===== src/rtl/div_pkg.sv =====
// Shared definitions for the iterative divider: operation codes, FSM states
// and a small sign-extension helper used by the word variants.
package div_pkg;

  // Operation codes. Bit 2 selects the 32-bit word form, bit 1 selects the
  // remainder instead of the quotient, bit 0 selects unsigned operands.
  localparam logic [2:0] DO_DIV   = 3'd0;
  localparam logic [2:0] DO_DIVU  = 3'd1;
  localparam logic [2:0] DO_REM   = 3'd2;
  localparam logic [2:0] DO_REMU  = 3'd3;
  localparam logic [2:0] DO_DIVW  = 3'd4;
  localparam logic [2:0] DO_DIVUW = 3'd5;
  localparam logic [2:0] DO_REMW  = 3'd6;
  localparam logic [2:0] DO_REMUW = 3'd7;

  // Most negative dividends for the signed-overflow check (word form is
  // already sign-extended when compared).
  localparam logic [63:0] DWORD_MIN = 64'h8000_0000_0000_0000;
  localparam logic [63:0] WORD_MIN  = 64'hFFFF_FFFF_8000_0000;

  typedef enum logic [1:0] {
    ST_IDLE = 2'd0,
    ST_ITER = 2'd1,
    ST_FIX  = 2'd2
  } div_state_e;

  function automatic logic [63:0] sext32(input logic [31:0] x);
    return {{32{x[31]}}, x};
  endfunction

endpackage


===== src/rtl/div.sv =====
// Radix-2 restoring divider for the RV64M divide/remainder group.
// Handshake: a request transfers on a clock edge where req_valid && req_ready;
// a response transfers on an edge where resp_valid && resp_ready, and while
// resp_valid is high and resp_ready is low the result is held stable.
module div
  import div_pkg::*;
(
  input  logic        clk,
  input  logic        rst_n,
  input  logic [63:0] operand1,
  input  logic [63:0] operand2,
  input  logic [2:0]  div_op,
  input  logic        req_valid,
  output logic        req_ready,
  output logic [63:0] resp_result,
  output logic        resp_valid,
  input  logic        resp_ready,
  output logic [1:0]  dbg_state
);

  div_state_e  state_q, state_d;
  logic [6:0]  cnt_q, cnt_d;
  // The stored partial remainder is always below the divisor, so bit 64 of
  // the 65-bit trial difference is zero whenever it is kept; only 64 bits
  // need storing.
  logic [63:0] rem_q, rem_d;
  logic [63:0] quo_q, quo_d;
  logic [63:0] dsr_q, dsr_d;
  logic        neg_quo_q, neg_quo_d;
  logic        neg_rem_q, neg_rem_d;
  logic        op_rem_q, op_rem_d;
  logic        op_word_q, op_word_d;
  logic        resp_valid_q, resp_valid_d;
  logic [63:0] resp_result_q, resp_result_d;

  logic        accept;
  logic        is_word, is_uns, is_rem;
  logic [63:0] a_eff, b_eff, a_abs, b_abs;
  logic        s1, s2, by_zero, overflow;
  logic [63:0] special_res;
  logic [64:0] trial;
  logic [63:0] quo_fix, rem_fix, fix_sel, fix_res;

  assign req_ready   = (state_q == ST_IDLE) && (!resp_valid_q || resp_ready);
  assign accept      = req_valid && req_ready;
  assign resp_valid  = resp_valid_q;
  assign resp_result = resp_result_q;
  assign dbg_state   = state_q;

  assign is_word = div_op[2];
  assign is_rem  = div_op[1];
  assign is_uns  = div_op[0];

  // Operand decode and single-cycle special-case results, evaluated at accept.
  always_comb begin
    a_eff = operand1;
    b_eff = operand2;
    if (is_word) begin
      a_eff = is_uns ? {32'd0, operand1[31:0]} : sext32(operand1[31:0]);
      b_eff = is_uns ? {32'd0, operand2[31:0]} : sext32(operand2[31:0]);
    end
    s1       = !is_uns && a_eff[63];
    s2       = !is_uns && b_eff[63];
    a_abs    = s1 ? (64'd0 - a_eff) : a_eff;
    b_abs    = s2 ? (64'd0 - b_eff) : b_eff;
    by_zero  = (b_eff == 64'd0);
    overflow = !is_uns && (b_eff == {64{1'b1}}) &&
               (a_eff == (is_word ? WORD_MIN : DWORD_MIN));
    if (by_zero) begin
      special_res = is_rem ? a_eff : {64{1'b1}};
      if (is_word) special_res = sext32(special_res[31:0]);
    end else begin
      // Overflow: quotient is the (already sign-extended) dividend, remainder 0.
      special_res = is_rem ? 64'd0 : a_eff;
    end
  end

  // One restoring step and the final sign fix-up / result selection.
  always_comb begin
    trial   = {rem_q, quo_q[63]} - {1'b0, dsr_q};
    quo_fix = neg_quo_q ? (64'd0 - quo_q) : quo_q;
    rem_fix = neg_rem_q ? (64'd0 - rem_q) : rem_q;
    fix_sel = op_rem_q ? rem_fix : quo_fix;
    fix_res = op_word_q ? sext32(fix_sel[31:0]) : fix_sel;
  end

  // Registers: FSM state, datapath and the held response.
  always_ff @(posedge clk) begin
    if (!rst_n) begin
      state_q       <= ST_IDLE;
      cnt_q         <= 7'd0;
      rem_q         <= 64'd0;
      quo_q         <= 64'd0;
      dsr_q         <= 64'd0;
      neg_quo_q     <= 1'b0;
      neg_rem_q     <= 1'b0;
      op_rem_q      <= 1'b0;
      op_word_q     <= 1'b0;
      resp_valid_q  <= 1'b0;
      resp_result_q <= 64'd0;
    end else begin
      state_q       <= state_d;
      cnt_q         <= cnt_d;
      rem_q         <= rem_d;
      quo_q         <= quo_d;
      dsr_q         <= dsr_d;
      neg_quo_q     <= neg_quo_d;
      neg_rem_q     <= neg_rem_d;
      op_rem_q      <= op_rem_d;
      op_word_q     <= op_word_d;
      resp_valid_q  <= resp_valid_d;
      resp_result_q <= resp_result_d;
    end
  end

  // Next-state logic: special cases never leave IDLE.
  always_comb begin
    state_d = state_q;
    case (state_q)
      ST_IDLE: if (accept && !by_zero && !overflow) state_d = ST_ITER;
      ST_ITER: if (cnt_q == 7'd1) state_d = ST_FIX;
      ST_FIX:  state_d = ST_IDLE;
      default: state_d = ST_IDLE;
    endcase
  end

  // Datapath and response updates per state.
  always_comb begin
    cnt_d         = cnt_q;
    rem_d         = rem_q;
    quo_d         = quo_q;
    dsr_d         = dsr_q;
    neg_quo_d     = neg_quo_q;
    neg_rem_d     = neg_rem_q;
    op_rem_d      = op_rem_q;
    op_word_d     = op_word_q;
    resp_valid_d  = resp_valid_q;
    resp_result_d = resp_result_q;
    case (state_q)
      ST_IDLE: begin
        if (resp_ready) resp_valid_d = 1'b0;
        if (accept) begin
          op_rem_d  = is_rem;
          op_word_d = is_word;
          neg_quo_d = s1 ^ s2;
          neg_rem_d = s1;
          // Word dividends are left-aligned so 32 steps consume them fully.
          quo_d     = is_word ? {a_abs[31:0], 32'd0} : a_abs;
          dsr_d     = b_abs;
          rem_d     = 64'd0;
          cnt_d     = is_word ? 7'd32 : 7'd64;
          if (by_zero || overflow) begin
            resp_valid_d  = 1'b1;
            resp_result_d = special_res;
          end
        end
      end
      ST_ITER: begin
        if (!trial[64]) begin
          rem_d = trial[63:0];
          quo_d = {quo_q[62:0], 1'b1};
        end else begin
          rem_d = {rem_q[62:0], quo_q[63]};
          quo_d = {quo_q[62:0], 1'b0};
        end
        cnt_d = cnt_q - 7'd1;
      end
      ST_FIX: begin
        resp_valid_d  = 1'b1;
        resp_result_d = fix_res;
      end
      default: ;
    endcase
  end

endmodule

===== config.mk =====
export PLATFORM = sky130hd
export DESIGN_NAME = div
export DESIGN_NICKNAME = d
export VERILOG_FILES = /design/src/rtl/div_pkg.sv /design/src/rtl/div.sv
export SDC_FILE = /design/constraint.sdc
export NUM_CORES = 1
export LEC_CHECK = 0
export BUFFER_PORTS_ARGS = -buffer_cell sky130_fd_sc_hd__buf_2
export CORE_MARGIN = 1.5
export CORE_UTILIZATION = 55
export DETAILED_ROUTE_END_ITERATION = 16
export HOLD_SLACK_MARGIN = 0.03
export PLACE_DENSITY = 0.75
export REMOVE_ABC_BUFFERS = 1
export SYNTH_ARGS = -nofsm -noshare
export SYNTH_HDL_FRONTEND = slang
export SYNTH_SLANG_ARGS = --single-unit

===== constraint.sdc =====
create_clock -name clk -period 8.15 [get_ports clk]
set_input_delay 1.63 -clock clk [delete_from_list [all_inputs] [get_ports clk]]
set_output_delay 1.63 -clock clk [all_outputs]
set_load 0.05 [all_outputs]

Word-level counts from Yosys, hierarchy flattened
Cells that the tools add are included.
Widths: inputs -> output; s select.

storage, ports and cells
  bits in registers = 270
  bits of input ports = 135
  output and inout bits = 68
  word-level logic and storage cells = 84

operators by class
  add/sub/neg operators = 6
  eq/ne operators = 9
  mux-type cells = 35
  bitwise gates (word level) = 1
  reduce and logical (&&, ||, !) cells = 22

operator list
  kind                   count
  $mux 64                20
  $pmux 64 s2            3
  $sub 1x64->64 const A  4
  $sub 65x64->65         1
  $eq 64x64->1           1
  $eq 64x64->1 const B   1
  $logic_not 64->1       1
  $mux 63                1
  $mux 7                 2
  $pmux 7 s2             1
  $logic_and 1x1->1      8
  $eq 7x1->1 const B     1
  $sub 7x1->7 const B    1
  $reduce_and 2->1       3
  $logic_not 1->1        4
  $mux 1                 4
  $mux 2                 2
  $ne 2x1->1 const B     2
  $ne 2x2->1 const B     2
  $pmux 2 s2             1
  $reduce_bool 2->1      2
  $reduce_and 3->1       1
  $eq 2x1->1 const B     1
  $eq 2x2->1 const B     1
  other kinds (4)        5

Logic depth before layout (Yosys ltp)
  depth after elaboration = 9
  mapped depth = 16
  gate-level depth less buffers = 14

Worst setup path after synthesis
No wires, ideal clock.

  path type = in2out
  start point = input port resp_ready
  end point = output port req_ready
  arrival = 2.996 ns
  data required time = 6.520 ns
  setup slack = 3.524 ns
  stages = 2
  buffers on the path = 0
  path through = inv_1 > a211oi_1

on the way
  longest elaborated chain between the ends = 2

RTL lines
  element            line       text
  start, declared    div.sv:17  input logic resp_ready,
  $logic_or 1x1->1   div.sv:44  assign req_ready = (state_q == ST_IDLE) && (!resp_valid_q || resp_ready);
  $logic_and 1x1->1  div.sv:44
  end, declared      div.sv:14  output logic req_ready,

No other way between the ends.

Worst setup path in the final report
  start point = input port div_op[2]
  end point = register resp_result_q[0], in the netlist resp_result[0]

on the way
  longest elaborated chain between the ends = 7

RTL lines
  element                                                           line                  text
  start, declared                                                   div.sv:12             input logic [2:0] div_op,
  $mux 64                                                           div.sv:58             if (is_word) begin
  $eq 64x64->1 / $mux 64 (equally long branches)                    div.sv:67, div.sv:70
  $logic_and 1x1->1 / $mux 64 (equally long branches)               div.sv:67, div.sv:71
  $logic_and 1x1->1 / $mux 64 (equally long branches)               div.sv:67, div.sv:69
  $logic_or 1x1->1 / $mux 64 (equally long branches)                div.sv:152            if (by_zero || overflow) begin
  $ne 2x1->1 (no line) / $mux 64 (equally long branches)            --
  $reduce_and 3->1 (no line) / $pmux 64 s2 (equally long branches)  --
  end signal, assigned                                              div.sv:112            resp_result_q <= resp_result_d;
  end, declared                                                     div.sv:34             logic [63:0] resp_result_q, resp_result_d;

Parallel ways exist; a longest one is shown, timed or not. The select of a mux whose other input is x is not followed.
A chain may end at the register's enable or synchronous reset.

==> summary.json <==
{
  "yosys": {
    "yosys.cell_types.count": 91,
    "async_flop_share_pct": 0,
    "synth.yosys.warnings": 0,
    "synthTopCellsByArea": "dfxtp_1, xnor2_1, nand2_1",
    "synthCells": 3165,
    "synth_enable_flop_cells": 0,
    "syn-mean-instance-area_um2": 7.20,
    "synth_top_cell_by_area": "dfxtp_1",
    "synth_top_flop_cell": "dfxtp_1",
    "synth.top_cell.area_share_pct": 23.7,
    "mappedNetlistArea_um2": 22800,
    "synth-seq-area-share_pct": 23.7,
    "postSynthRegisterBits": 270
  },
  "routing": {
    "routed_via_density": 6.63,
    "drt_pass1_iterations": 6,
    "post-route-drc-count": 0,
    "initialDrtViolationCount": 3077,
    "drt-wirelength-per-cell_um": 23.3,
    "route.layer.met1.wl_mm": 35.2,
    "routed_wire_length_mm": 87.7,
    "antenna_violation_net_count_after_detailed_routing": 0,
    "routed-wl-met3_mm": 9.58,
    "via_count": 25000,
    "met2_wirelength_mm": 37.9,
    "route.top_layer_used": "met5"
  },
  "placed_design": {
    "detailedPlacementHpwl_mm": 65.3,
    "buffer_ports.inserted": 202,
    "finalWeightedCongestion": 1.03
  },
  "power_and_ir_drop": {
    "power.leakage_nw": 9.62,
    "peakVddDrop_mv": 0.489,
    "power_per_cell_area_nw_per_um2": 460
  },
  "timing": {
    "final.setup_skew_ps": 27.6,
    "finalSetupViolCount": 0,
    "fin_crit_ps": 5710,
    "final.period_utilization_pct": 70.0,
    "grt_setup_unrepaired": "no",
    "worst_pin_slew_ps": 1280,
    "maxSlewViolCount": 0,
    "setup_tns_ps": 0,
    "maxClockFrequency_ghz": 0.175,
    "relSlewSlack_pct": 14.9,
    "report.final.hold_viol_count": 0
  },
  "clocking": {
    "cts.path.max_buffers": 3,
    "clock_latency_ps": 560,
    "cts_buffers": 34,
    "root_buffer": "clkbuf_16",
    "cts-htree-levels": 2,
    "cts_tree": "done",
    "postCtsSetupRepairBufs": 0,
    "postCtsHoldBufs": 0,
    "clock_sinks": 270,
    "cts-resized-gates": 0,
    "cts.reportedPaths.clkPinSlew_ps": 60
  },
  "final_layout": {
    "drive_gt1_share_pct": 10.8,
    "regArea_um2": 5410,
    "area.growth.synth_to_final_pct": 9.46,
    "area_taken_by_multi_input_logic_gates_um2": 16100,
    "num-fill-cells": 3788,
    "num-nets-final": 3419,
    "finalCoreUtilization_pct": 61.1
  },
  "critical_path": {
    "crit_type": "input port to flip-flop",
    "crit_chain": "buf_4, buf_4, nor2_1, nor4_1, o2111ai_1, nor4_1, nor2_1, nor2_4, buf_4, mux2i_1, nand2_1, and3_1",
    "worstRegToRegCells": 16,
    "crit_path_end_kind": "flip-flop",
    "timing.critical_path.slowest_stage_cell": "nor4_1",
    "worst_path_largest_cell_delay_ps": 740,
    "critical_path_peak_fanout": 52,
    "critical_path_arrival_ps": 6160,
    "critPathMostFrequentCell": "buf_4",
    "cp_data_required_time_ps": 8600,
    "critical_path_source_type": "input port"
  },
  "global_routing": {
    "globalRoute.totalOverflow": 0,
    "grt_max_degree": 90,
    "grt_pass1_wl_mm": 132,
    "number_of_global_route_vias_before_repair": 22500,
    "global_route.usage.total_pct": 40.0,
    "antenna_violations_before_repair": 3
  },
  "floorplan": {
    "ioPinCount": 203,
    "design.die.area_um2": 42700,
    "rows": 74,
    "starting_density_of_the_core_pct": 55.8,
    "fp.coreArea_um2": 40800,
    "die_w_um": 207,
    "die_y_um": 207
  },
  "min_path": {
    "holdPathStages": 2,
    "timing.hold.worst.class": "flip-flop to flip-flop"
  },
  "flow_run": {
    "drv_cap": 0
  },
  "status": {
    "status": "finished clean"
  }
}
-- kinds of logic (layout without fill, tap and decap cells) --
kind of cell	Yosys count	in the layout	share of synthesized area, %
AOI/OAI and AO/OA	1013	1013	28.5
xor gates and xnor gates	300	300	11.5
adders and majority gates	72	72	3.99
buffers and inverters	346	417	5.92
DFF	270	270	23.7
muxes	96	96	4.23
other	0	1	0
and+or+nand+nor	1068	1068	22.1
-- cells in the final DEF (no fill, tap or decap), types with 13 or more instances in the layout --
| cell type | instances |
|---|---|
| a21o_1 | 22 |
| or4_1 | 35 |
| dfxtp_1 | 267 |
| nor3_1 | 70 |
| o41ai_1 | 26 |
| a22oi_1 | 35 |
| o21ai_0 | 179 |
| a211oi_1 | 91 |
| o221ai_1 | 19 |
| nand2b_1 | 23 |
| nand2_1 | 343 |
| inv_1 | 126 |
| a21boi_0 | 24 |
| o22a_1 | 13 |
| xor2_1 | 141 |
| nand4_1 | 47 |
| and3_1 | 13 |
| ha_1 | 71 |
| o21ai_1 | 91 |
| nand3_1 | 38 |
| or3_1 | 36 |
| o21a_1 | 13 |
| a31oi_1 | 37 |
| and2_1 | 20 |
| clkbuf_16 | 35 |
| buf_2 | 201 |
| nor2b_1 | 32 |
| buf_4 | 28 |
| nor2_1 | 319 |
| o31ai_1 | 59 |
| a21oi_1 | 257 |
| mux2i_1 | 94 |
| nor4_1 | 37 |
| a221oi_1 | 16 |
| o211ai_1 | 27 |
| o21bai_1 | 13 |
| xnor2_1 | 158 |
-- worst paths after layout --
kind / slack [ps] / startpoint / end
hold / removal: 460 / dsr_q[40]$_SDFFE_PN0P_ / dsr_q[40]$_SDFFE_PN0P_
setup / recovery: 2440 / div_op[2] / resp_result[0]$_SDFFE_PN0P_
setup reg to reg: 2730 / quo_q[63]$_SDFFE_PN0P_ / rem_q[5]$_SDFFE_PN0P_
hold reg to reg: 460 / dsr_q[40]$_SDFFE_PN0P_ / dsr_q[40]$_SDFFE_PN0P_
-- flip-flops by register name, summed over array words and instances (netlist names) --
signal / count
op_rem_q: 1
dbg_state: 2
neg_quo_q: 1
dsr_q: 64
op_word_q: 1
quo_q: 64
resp_result: 64
resp_valid: 1
cnt_q: 7
rem_q: 64
neg_rem_q: 1
-- worst max-delay path, delay by kind of cell --
kind / cells / cell delay, ps
buffers and inverters: 3 / 1300
multiplexers: 1 / 250
AO/OA/AOI/OAI: 1 / 280
AND/OR/NAND/NOR: 7 / 2610
-- synthesized netlist by cell type (8+ instances only) --
cell      number
a211o_1       11
a211oi_1      91
a21boi_0      24
a21o_1        22
a21oi_1      259
a221oi_1      16
a22oi_1       35
a31oi_1       37
and2_1        21
and3_1        13
buf_1         21
buf_2         19
clkbuf_1     171
dfxtp_1      270
ha_1          71
inv_1        127
mux2i_1       94
nand2_1      346
nand2b_1      23
nand3_1       38
nand4_1       47
nor2_1       324
nor2b_1       33
nor3_1        70
nor4_1        39
o211ai_1      27
o21a_1        13
o21ai_0      179
o21ai_1       91
o21bai_1      13
o221ai_1      19
o22a_1        13
o22ai_1       11
o31ai_1       59
o31ai_2        8
o41ai_1       26
or2_2         10
or3_1         36
or4_1         35
xnor2_1      158
xor2_1       142
-- layout make-up --
class                   instances  share of cell area (%)
well taps                     532                    2.67
inverters                     128                    1.94
multi-input cells            2549                    64.6
repair buffers                229                    4.88
clock inverters                12                   0.411
diodes                          1                  0.0100
flip-flops and latches        270                    21.7
clock buffers                  48                    3.79
-- routing by layer --
layer | up-vias | track usage (%)
li1 | 11500 | -
met1 | 11700 | 53.2
met2 | 1492 | 61.6
met3 | 306 | 7.39
met4 | 4 | 21.1
met5 | - | 0
-- per-stage QoR --
stage | worst slack (ps) | cell area, um^2 | instances | hold slack, ps | total power, W
after detailed placement | 2020 | 23900 | 3708 | 445 | 0.00980
after global routing | 2150 | 24900 | 3768 | 467 | 0.0123
after floorplan | 469 | 21900 | 2947 | 432 | 0.00514
after CTS | 2560 | 24900 | 3768 | 451 | 0.0113
final | 2440 | 24900 | 3769 | 455 | 0.0115
after global placement | 2130 | 23900 | 3708 | 442 | 0.00963
-- where the power goes --
group / switching, W / total [W] / internal (W)
Combinational: 0.00484 / 0.00803 / 0.00319
Clock: 0.000626 / 0.00147 / 0.000846
Sequential: 0.000419 / 0.00196 / 0.00154
Total: 0.00588 / 0.0115 / 0.00558
Power figures use the tool's default switching activity.
